[config.mk]
export PLATFORM = sky130hd
export DESIGN_NAME = enigma_cmd_decoder
export DESIGN_NICKNAME = d
export VERILOG_FILES = /design/src/rtl/enigma_pkg.sv /design/src/rtl/enigma_cmd_decoder_letter_fifo.sv /design/src/rtl/enigma_cmd_decoder.sv
export SDC_FILE = /design/constraint.sdc
export NUM_CORES = 1
export LEC_CHECK = 0
export CAP_MARGIN = 20
export CELL_PAD_IN_SITES_DETAIL_PLACEMENT = 1
export CELL_PAD_IN_SITES_GLOBAL_PLACEMENT = 1
export CORE_MARGIN = 1.5
export CORE_UTILIZATION = 45
export DETAILED_ROUTE_END_ITERATION = 8
export GPL_TIMING_DRIVEN = 0
export PLACE_DENSITY = 0.91
export SLEW_MARGIN = 20
export SYNTH_ARGS = -nofsm -noshare
export SYNTH_HDL_FRONTEND = slang
export SYNTH_SLANG_ARGS = --single-unit
[constraint.sdc]
create_clock -name clk_in -period 4.5 [get_ports clk_in]
set_input_delay 0.9 -clock clk_in [delete_from_list [all_inputs] [get_ports clk_in]]
set_output_delay 0.9 -clock clk_in [all_outputs]
set_load 0.1 [all_outputs]
[src/rtl/enigma_pkg.sv]
// Shared types for the Enigma command front end: opcodes, error codes, FSM states.
package enigma_pkg;
  localparam int ALPHABET_SIZE = 26;

  typedef enum logic [1:0] {
    OP_INIT   = 2'b00,
    OP_SEL    = 2'b01,
    OP_LETTER = 2'b10,
    OP_FLUSH  = 2'b11
  } opcode_e;

  typedef enum logic [1:0] {
    ERR_NONE  = 2'b00,
    ERR_FULL  = 2'b01,
    ERR_BUSY  = 2'b10,
    ERR_RANGE = 2'b11
  } err_e;

  typedef enum logic [1:0] {
    S_IDLE  = 2'b00,
    S_DRAIN = 2'b01,
    S_CFG   = 2'b10
  } state_e;

  function automatic logic out_of_alpha(input logic [31:0] v);
    return v >= 32'(ALPHABET_SIZE);
  endfunction
endpackage

[src/rtl/enigma_cmd_decoder_letter_fifo.sv]
// First-word fall-through letter FIFO with flush; a push into a full FIFO is
// accepted only when a pop happens in the same cycle.
module letter_fifo #(
  parameter  int DEPTH = 8,
  parameter  int WIDTH = 5,
  localparam int AW    = $clog2(DEPTH),
  localparam int CW    = AW + 1
) (
  input  logic             clk_in,
  input  logic             rst_in,
  input  logic             i_push,
  input  logic             i_pop,
  input  logic             i_flush,
  input  logic [WIDTH-1:0] i_wdata,
  output logic [WIDTH-1:0] o_rdata,
  output logic             o_full,
  output logic             o_empty,
  output logic [CW-1:0]    o_count
);
  logic [WIDTH-1:0] r_mem [DEPTH];
  logic [AW-1:0]    r_wr, r_rd;
  logic [CW-1:0]    r_cnt;
  logic             w_do_push, w_do_pop;

  assign o_empty   = (r_cnt == '0);
  assign o_full    = (r_cnt == CW'(DEPTH));
  assign o_count   = r_cnt;
  assign o_rdata   = r_mem[r_rd];
  assign w_do_pop  = i_pop & ~o_empty;
  assign w_do_push = i_push & (~o_full | w_do_pop);

  // Pointers wrap naturally since DEPTH is a power of two.
  always_ff @(posedge clk_in) begin
    if (rst_in || i_flush) begin
      r_wr  <= '0;
      r_rd  <= '0;
      r_cnt <= '0;
    end else begin
      if (w_do_push) r_wr <= r_wr + AW'(1);
      if (w_do_pop)  r_rd <= r_rd + AW'(1);
      r_cnt <= r_cnt + CW'(w_do_push) - CW'(w_do_pop);
    end
  end

  always_ff @(posedge clk_in) begin
    if (w_do_push && !i_flush) r_mem[r_wr] <= i_wdata;
  end
endmodule

[src/rtl/enigma_cmd_decoder.sv]
// Switch/button command decoder feeding the Enigma core over ready/valid.
// Optional ENIGMA_LETTER_CHECK_EN rejects letters/positions outside A..Z (err 11).
module enigma_cmd_decoder
  import enigma_pkg::*;
#(
  parameter  int NUM_ROTORS = 3,
  parameter  int ROTOR_ID_W = 3,
  parameter  int LETTER_W   = 5,
  parameter  int FIFO_DEPTH = 8,
  localparam int SEL_W      = NUM_ROTORS * ROTOR_ID_W,
  localparam int INIT_W     = NUM_ROTORS * LETTER_W,
  localparam int DATA_W     = (INIT_W > SEL_W) ? INIT_W : SEL_W,
  localparam int CMD_W      = DATA_W + 2,
  localparam int CNT_W      = $clog2(FIFO_DEPTH) + 1
) (
  input  logic              clk_in,
  input  logic              rst_in,
  input  logic              data_valid_in,
  input  logic [CMD_W-1:0]  sw,
  output logic [SEL_W-1:0]  rotor_select_out,
  output logic [INIT_W-1:0] rotor_initial_out,
  output logic              cfg_valid_out,
  input  logic              cfg_ready_in,
  output logic [LETTER_W-1:0] char_out,
  output logic              letter_valid_out,
  input  logic              letter_ready_in,
  output logic [CNT_W-1:0]  fifo_count_out,
  output logic              busy_out,
  output logic              err_out,
  output logic [1:0]        err_code_out
);
  state_e              r_state, w_next;
  logic                r_prev;
  logic [SEL_W-1:0]    r_sel;
  logic [INIT_W-1:0]   r_init;
  logic                r_err;
  logic [1:0]          r_err_code;
  logic                w_strobe, w_pop, w_push, w_flush, w_ld_init, w_ld_sel;
  logic                w_err, w_range_bad, w_full, w_empty;
  err_e                w_err_code;
  opcode_e             w_op;
  logic [DATA_W-1:0]   w_payload;
  logic [LETTER_W-1:0] w_head;

  assign w_strobe  = data_valid_in & ~r_prev;
  assign w_op      = opcode_e'(sw[CMD_W-1:CMD_W-2]);
  assign w_payload = sw[DATA_W-1:0];
  assign w_pop     = letter_valid_out & letter_ready_in;

  letter_fifo #(.DEPTH(FIFO_DEPTH), .WIDTH(LETTER_W)) u_fifo (
    .clk_in  (clk_in),
    .rst_in  (rst_in),
    .i_push  (w_push),
    .i_pop   (w_pop),
    .i_flush (w_flush),
    .i_wdata (w_payload[LETTER_W-1:0]),
    .o_rdata (w_head),
    .o_full  (w_full),
    .o_empty (w_empty),
    .o_count (fifo_count_out)
  );

`ifdef ENIGMA_LETTER_CHECK_EN
  always_comb begin
    w_range_bad = 1'b0;
    if (w_op == OP_LETTER) w_range_bad = out_of_alpha(32'(w_payload));
    else if (w_op == OP_INIT)
      for (int i = 0; i < NUM_ROTORS; i++)
        if (out_of_alpha(32'(w_payload[i*LETTER_W +: LETTER_W]))) w_range_bad = 1'b1;
  end
`else
  assign w_range_bad = 1'b0;
`endif

  // Flush is always honoured; every other command needs S_IDLE.
  always_comb begin
    w_push = 1'b0; w_flush = 1'b0; w_ld_init = 1'b0; w_ld_sel = 1'b0;
    w_err = 1'b0; w_err_code = ERR_NONE;
    if (w_strobe) begin
      if (w_op == OP_FLUSH) w_flush = 1'b1;
      else if (r_state != S_IDLE) begin w_err = 1'b1; w_err_code = ERR_BUSY; end
      else if (w_range_bad) begin w_err = 1'b1; w_err_code = ERR_RANGE; end
      else if (w_op == OP_LETTER && w_full && !w_pop) begin w_err = 1'b1; w_err_code = ERR_FULL; end
      else begin
        w_ld_init = (w_op == OP_INIT);
        w_ld_sel  = (w_op == OP_SEL);
        w_push    = (w_op == OP_LETTER);
      end
    end
  end

  always_ff @(posedge clk_in) begin
    if (rst_in) r_state <= S_IDLE;
    else        r_state <= w_next;
  end

  always_comb begin
    w_next = r_state;
    case (r_state)
      S_IDLE:  if (w_ld_init || w_ld_sel) w_next = S_DRAIN;
      S_DRAIN: if (w_empty || w_flush)    w_next = S_CFG;
      S_CFG:   if (cfg_ready_in)          w_next = S_IDLE;
      default: w_next = S_IDLE;
    endcase
  end

  always_comb begin
    cfg_valid_out    = (r_state == S_CFG);
    busy_out         = (r_state != S_IDLE);
    letter_valid_out = !w_empty && (r_state != S_CFG);
    char_out         = w_empty ? '0 : w_head;
  end

  always_ff @(posedge clk_in) begin
    if (rst_in) begin
      r_prev     <= 1'b0;
      r_sel      <= '0;
      r_init     <= '0;
      r_err      <= 1'b0;
      r_err_code <= '0;
    end else begin
      r_prev <= data_valid_in;
      r_err  <= w_err;
      if (w_err)     r_err_code <= w_err_code;
      if (w_ld_init) r_init     <= w_payload[INIT_W-1:0];
      if (w_ld_sel)  r_sel      <= w_payload[SEL_W-1:0];
    end
  end

  assign rotor_select_out  = r_sel;
  assign rotor_initial_out = r_init;
  assign err_out           = r_err;
  assign err_code_out      = r_err_code;
endmodule
==> key figures, run 1 <==
Setup path
  • CP Capture Type: primary output
  • Cell Chain, Critical Path: inv_1 -> ha_1 -> or3b_1 -> and2_1 -> a22o_1 -> clkdlybuf4s50_1
  • Worst r2r path cells: 12
  • Req. time, crit path: 3.60 ns
  • Crit Path Max Fanout: 5
  • CP max stage delay: approximately 0.97 ns
  • CP top delay family: buffers and inverters
  • RR Startpoint: u_fifo.o_count[2]$_SDFF_PP0_
  • Setup crit end: char_out[1]
  • Critical Path AT: 2.88 ns
  • Worst Setup Path Type: reg2out
  • Slowest-stage cell, CP: clkdlybuf4s50_1
  • Element type at the critical path start: register
  • R2R setup slack: 1.92 ns
  • Critical Path Stages: 6
  • Reg-to-reg endpoint: u_fifo.o_count[2]$_SDFF_PP0_
  • Buf+Inv Stages, Crit Path: 2
  • CP Launch Point: u_fifo.o_count[2]$_SDFF_PP0_

Drt
  • Antenna viol nets, final: 0
  • Detailed-route via count: 2,303
  • WL/cell: between 15 and 20 µm
  • Via/cell ratio: roughly 5.2
  • Initial DRC count: 92
  • 1st-pass router iterations: 4
  • DR DRC count: 0
  • Final wirelength: 7.993 mm

Flow run
  • Max Cap Viol: 0

Timing
  • Count of final hold-check violations: 0
  • Clock Skew: 0.01042 ns
  • Rel. slew slack: 0.3194
  • Final max-slew violation count: 0
  • Final setup fails: 0
  • Final Cycle Share: 0.8403
  • Worst slew pin tran: 1.013 ns
  • Setup total negative slack: 0 ns
  • RSZ-0062 raised after global routing: false
  • Worst hold slack: 0.4639 ns
  • Final WS setup: 0.7187 ns
  • Fmax: 264.5 MHz
  • Post-layout min period: approximately 3.8 ns

CTS
  • CTS hold repair buffers: 0
  • Post-cts sizing count: 0
  • Worst-path clk slew: about 0.09 ns
  • Number of buffers created by CTS: 9
  • Num Clock Sinks: 83
  • H-tree Lvls: 3
  • Clock buffer depth: 2
  • Worst-skew pair later-pin latency: between 0.3 and 0.4 ns
  • TritonCTS clock tree: built
  • Post-CTS setup buffers: 0
  • Root buf cell: clkbuf_8

GRT
  • Largest net degree at the start of global routing: 16
  • Gr usage total: 0.2161
  • First-pass GRT wire length: 12.63 mm
  • Number of antenna violations at the first check in global routing: 0
  • Vias in the first global route: 2,529
  • GR Overflow Total: 0

Die
  • Die area: around 8000 µm²
  • I/O pins: roughly 60
  • Die width: 89.45 µm
  • Die Ht: ~89 µm
  • Core Area: 7253 µm²
  • Starting Density: 0.4637
  • Site Rows: 31

Placed design
  • Place WS: approximately 1.0 ns
  • HPWL after DPL: 5.644 mm
  • PortBufs: 60
  • RD Place Congestion: 0.8510

Yosys
  • Synth area leaders: edfxtp_1, dfxtp_1, mux4_2
  • Yosys synthesis warning count: 0
  • Syn_nets: 300
  • Sequential area share after synthesis: 0.6131
  • Synth Register Bits: between 80 and 90
  • Post-Syn Instances: 269
  • Synth area leader: edfxtp_1
  • Post-Syn Area: 3363 µm²
  • Mapped Avg Cell Area: about 13 µm²
  • Top cell type's share of synthesized area: 0.3571
  • Yosys cell types: 44

Pwr
  • Worst VDD drop: ~0.36 mV
  • LEAKAGE: 1.531 nW
  • PD cells: 572.8 nW/µm²

Final layout
  • Commonest non-fill, non-tap cell in the layout: clkdlybuf4s50_1
  • Final Core Density: 0.5958
  • Most frequent cells in the layout: clkdlybuf4s50_1, dfxtp_1, edfxtp_1, nand2_1, nor2_1
  • Nets: approximately 370
  • Area growth, synth to finish: 28.50%
  • Layout cells sized above 1: 0.1188
  • N_diodes: 0
  • Fillers: about 740

Hold path
  • Worst hold path type: reg2reg

Outcome
  • Status: finished, final reports clean
worst reg2reg max path, delay by kind of cell (launching register included):
kind                       cells  cell delay, ns
buffers and inverters          4            0.29
xor gates and xnor gates       1            0.15
adders and majority gates      4            0.99
and+or+nand+nor                3            0.72
DFF                            1            0.31
Yosys cell counts, drive strengths merged:
cell type   n
dfxtp      43
nand3b      2
a31oi       1
a21oi      21
edfxtp     40
or3b        1
nand2      36
or3         1
nor3        5
nor2b       4
inv        11
o21ai       3
a22o        5
xnor2       2
ha          8
nand3       6
clkbuf      4
a2111oi     1
and2        2
nor3b       1
fa          1
a221oi      1
nor2       25
nand4bb     1
and3        1
nand4b      1
a211o       1
xor2        3
or2         2
mux2i       9
buf         6
mux4       10
nand2b      4
nand4       2
o2111ai     1
a21o        1
nor4        3
area by class of cell:
| type | instances | area [µm²] | share of cell area |
|---|---|---|---|
| buffer | 10 | 55.05 | 0.01274 |
| clock buffer | 9 | 123.9 | 0.02866 |
| clock inverter | 7 | 97.59 | 0.02258 |
| inverter | 11 | 41.29 | 0.009554 |
| multi-input combinational | 165 | 1217 | 0.2817 |
| sequential | 83 | 2062 | 0.4771 |
| tap | 99 | 123.9 | 0.02866 |
| timing repair buffer | 60 | 600.6 | 0.1390 |
flip-flops by register name, indices dropped and copies added, names as in the netlist, named ones only:
register	cells
r_state	2
u_fifo.o_count	4
u_fifo.r_mem	40
rotor_select_out	9
err_out	1
u_fifo.r_rd	3
rotor_initial_out	15
u_fifo.r_wr	3
r_prev	1
err_code_out	2
cell families (layout without fill, tap and decap cells):
kind of cell / Yosys count / in the layout / share of synthesized area
AOI/OAI and AO/OA: 35 / 35 / 0.07329
xor gates and xnor gates: 5 / 5 / 0.01302
adders and majority gates: 9 / 9 / 0.03572
buffers and inverters: 21 / 97 / 0.02865
DFF: 83 / 83 / 0.6131
muxes: 19 / 19 / 0.09375
and+or+nand+nor: 97 / 97 / 0.1425
report_power, final:
group	switching (mW)	total (mW)	internal (mW)
combinational	0.718	1.02	0.300
clock	0.277	0.593	0.316
sequential	0.0336	0.865	0.832
total	1.03	2.48	1.45
layer usage:
layer | global-route usage | wire [µm] | vias to the layer above
met5 | 0 | 0 | -
met4 | 0.06434 | 54 | 0
met3 | 0.06279 | 411 | 6
met2 | 0.3787 | 4183 | 50
met1 | 0.2581 | 3343 | 1146
li1 | - | - | 1101
worst min path at each step:
stage | start | end | slack, ns | cells after the start
3_3_place_gp | rotor_initial_out[13]$_SDFFE_PP0P_ | rotor_initial_out[13]$_SDFFE_PP0P_ | 0.44 | 2
6_report | rotor_initial_out[1]$_SDFFE_PP0P_ | rotor_initial_out[1]$_SDFFE_PP0P_ | 0.46 | 2
4_1_cts | rotor_initial_out[11]$_SDFFE_PP0P_ | rotor_initial_out[11]$_SDFFE_PP0P_ | 0.47 | 2
3_5_place_dp | rotor_initial_out[11]$_SDFFE_PP0P_ | rotor_initial_out[11]$_SDFFE_PP0P_ | 0.45 | 2
5_1_grt | rotor_initial_out[11]$_SDFFE_PP0P_ | rotor_initial_out[11]$_SDFFE_PP0P_ | 0.48 | 2
2_1_floorplan | u_fifo.r_wr[1]$_SDFFE_PP0P_ | u_fifo.r_wr[1]$_SDFFE_PP0P_ | 0.45 | 2
per-stage QoR:
stage	instances	instance area, µm²	power (mW)
after floorplan	269	3363	1.664
after global placement	428	4088	1.876
after detailed placement	428	4088	1.899
after CTS	444	4309	2.496
after global routing	444	4322	2.590
final	444	4322	2.476
Power figures use the tool's default switching activity.
==> run 2: changes to the inputs <==
--- a/config.mk
+++ b/config.mk
@@ -9,10 +9,10 @@
 export CELL_PAD_IN_SITES_DETAIL_PLACEMENT = 1
 export CELL_PAD_IN_SITES_GLOBAL_PLACEMENT = 1
 export CORE_MARGIN = 1.5
-export CORE_UTILIZATION = 45
+export CORE_UTILIZATION = 41
 export DETAILED_ROUTE_END_ITERATION = 8
 export GPL_TIMING_DRIVEN = 0
-export PLACE_DENSITY = 0.91
+export PLACE_DENSITY = 0.84
 export SLEW_MARGIN = 20
 export SYNTH_ARGS = -nofsm -noshare
 export SYNTH_HDL_FRONTEND = slang
==> constraint.sdc (replaced) <==
create_clock -name clk_in -period 3.7 [get_ports clk_in]
set_input_delay 0.74 -clock clk_in [delete_from_list [all_inputs] [get_ports clk_in]]
set_output_delay 0.74 -clock clk_in [all_outputs]
set_load 0.1 [all_outputs]
==> key figures, run 2 (synthesis results as in run 1) <==
Timing
  • Rel. slew slack: 0.3201 (+0.0007440)
  • Count of final hold-check violations: 0 (unchanged)
  • RSZ-0062 raised after global routing: false
  • Post-layout min period: 3.262 ns
  • Worst slew pin tran: 1.017 ns (+0.003495 ns)
  • Setup total negative slack: 0 ns (unchanged)
  • Final Cycle Share: 0.8815
  • Fmax: 306.6 MHz
  • Final setup fails: 0 (unchanged)
  • Worst hold slack: 0.4587 ns (-0.005166 ns)
  • Clock Skew: 0.01113 ns (+0.0007041 ns)
  • Final max-slew violation count: 0 (unchanged)

CTS
  • Worst-path clk slew: 0.09 ns (about the same)
  • Post-CTS setup buffers: 0 (unchanged)
  • Worst-skew pair later-pin latency: 0.34 ns (about the same)
  • Num Clock Sinks: 83 (unchanged)
  • H-tree Lvls: 3 (unchanged)
  • Root buf cell: clkbuf_8
  • CTS hold repair buffers: 0 (unchanged)
  • Clock buffer depth: 2 (unchanged)
  • Post-cts sizing count: 0 (unchanged)
  • TritonCTS clock tree: built
  • Number of buffers created by CTS: 9 (unchanged)

Die
  • Starting Density: 0.4286 (-0.03512)
  • Die Ht: 93.57 µm (+4.6%)
  • Core Area: 7848 µm² (+8.2%)
  • Die area: 8755 µm² (+9.4%)
  • Die width: 93.57 µm (+4.6%)
  • I/O pins: 61 (unchanged)
  • Site Rows: 32 (+3.2%)

Setup path
  • Crit Path Max Fanout: 5 (unchanged)
  • Element type at the critical path start: register
  • Worst r2r path cells: 12 (unchanged)
  • Critical Path AT: 2.52 ns (-0.36 ns)
  • RR Startpoint: u_fifo.o_count[2]$_SDFF_PP0_
  • R2R setup slack: 1.13 ns (-0.79 ns)
  • Req. time, crit path: 2.96 ns (-0.64 ns)
  • Reg-to-reg endpoint: u_fifo.o_count[2]$_SDFF_PP0_
  • CP Capture Type: primary output
  • Worst Setup Path Type: reg2out

Drt
  • Antenna viol nets, final: 0 (unchanged)
  • WL/cell: 17.49 µm (-2.8%)
  • Via/cell ratio: 5.116 (-1.4%)
  • Initial DRC count: 66 (-28%)
  • Detailed-route via count: 2,287 (-0.69%)
  • Final wirelength: 7.820 mm (-2.2%)
  • DR DRC count: 0 (unchanged)
  • 1st-pass router iterations: 4 (unchanged)

Placed design
  • PortBufs: 60 (unchanged)
  • RD Place Congestion: 0.7973 (-6.3%)
  • HPWL after DPL: 5.773 mm (+2.3%)

Outcome
  • Status: finished, final reports clean

Final layout
  • Area growth, synth to finish: 28.12%
  • N_diodes: 0 (unchanged)
  • Commonest non-fill, non-tap cell in the layout: clkdlybuf4s50_1
  • Max FFs per register: 40 (unchanged)
  • Top reg by flops: u_fifo.r_mem
  • Most frequent cells in the layout: clkdlybuf4s50_1, dfxtp_1, edfxtp_1, nand2_1, nor2_1
  • Nets: 371 (unchanged)
  • Layout cells sized above 1: 0.1159 (-0.002899)

Hold path
  • Hold EP: rotor_initial_out[1]$_SDFFE_PP0P_
  • Worst hold path startpoint: rotor_initial_out[1]$_SDFFE_PP0P_
  • Worst hold path type: reg2reg
  • Hold Path Depth: 2 (unchanged)

GRT
  • Largest net degree at the start of global routing: 15 (-1)
  • Number of antenna violations at the first check in global routing: 0 (unchanged)
  • GR Overflow Total: 0 (unchanged)
  • First-pass GRT wire length: 12.77 mm (+1.1%)
  • Gr usage total: 0.1933 (-0.02278)
  • Vias in the first global route: 2,430 (-3.9%)

Pwr
  • Worst VDD drop: 0.3594 mV (-1.1%)
  • PD cells: 679.8 nW/µm² (+19%)
  • LEAKAGE: 1.577 nW (+3.0%)

Flow run
  • Max Cap Viol: 0 (unchanged)
-- run 2: how the worst max path moves through the flow --
stage	start	endpoint	cells after the start
after detailed placement	sw[15]	u_fifo.r_mem[0][2]$_DFFE_PP_	4
final	u_fifo.o_count[2]$_SDFF_PP0_	char_out[4]	6
after CTS	u_fifo.o_count[2]$_SDFF_PP0_	char_out[4]	6
after floorplan	u_fifo.o_count[2]$_SDFF_PP0_	letter_valid_out	4
after global placement	u_fifo.o_count[2]$_SDFF_PP0_	char_out[4]	6
after global routing	u_fifo.o_count[2]$_SDFF_PP0_	char_out[3]	6
-- run 2: metrics by stage --
stage	worst slack, ns	cells	instance area (µm²)	util	power [mW]
global route	0.2788	447	4309	0.5491	3.064
global placement	0.4502	431	4091	0.5214	2.283
CTS	0.01212	447	4284	0.5459	2.962
detailed placement	0.2941	431	4091	0.5214	2.324
floorplan	0.1769	269	3363	-	2.024
finish	0.4384	447	4309	0.5491	2.929
-- run 2: worst max-delay path: stages (launching register included) --
cell	delay, ns
dfxtp_1	0.33
inv_1	0.08
ha_1	0.23
or3b_1	0.28
and2_1	0.30
a22o_1	0.20
dlymetal6s2s_1	0.75
-- run 2: where the power goes --
part           switching [mW]  internal (mW)
sequential             0.0401           1.01
clock                   0.327          0.315
combinational           0.872          0.364
total                    1.24           1.69
-- run 2: layout make-up --
type                       instances  area, µm²
fill                             833       3538
sequential                        83       2062
multi-input combinational        165       1217
timing repair buffer              60      613.1
clock buffer                      11      131.4
tap                              102      127.6
clock inverter                     5      61.31
buffer                            10      55.05
inverter                          11      41.29
-- run 2: layer usage --
layer / wire length (µm) / share of wire / global-route usage
met1: 3356 / 0.43 / 0.2375
met3: 428 / 0.055 / 0.05203
met4: 82 / 0.010 / 0.05846
met2: 3952 / 0.51 / 0.3315
met5: 0 / 0 / 0
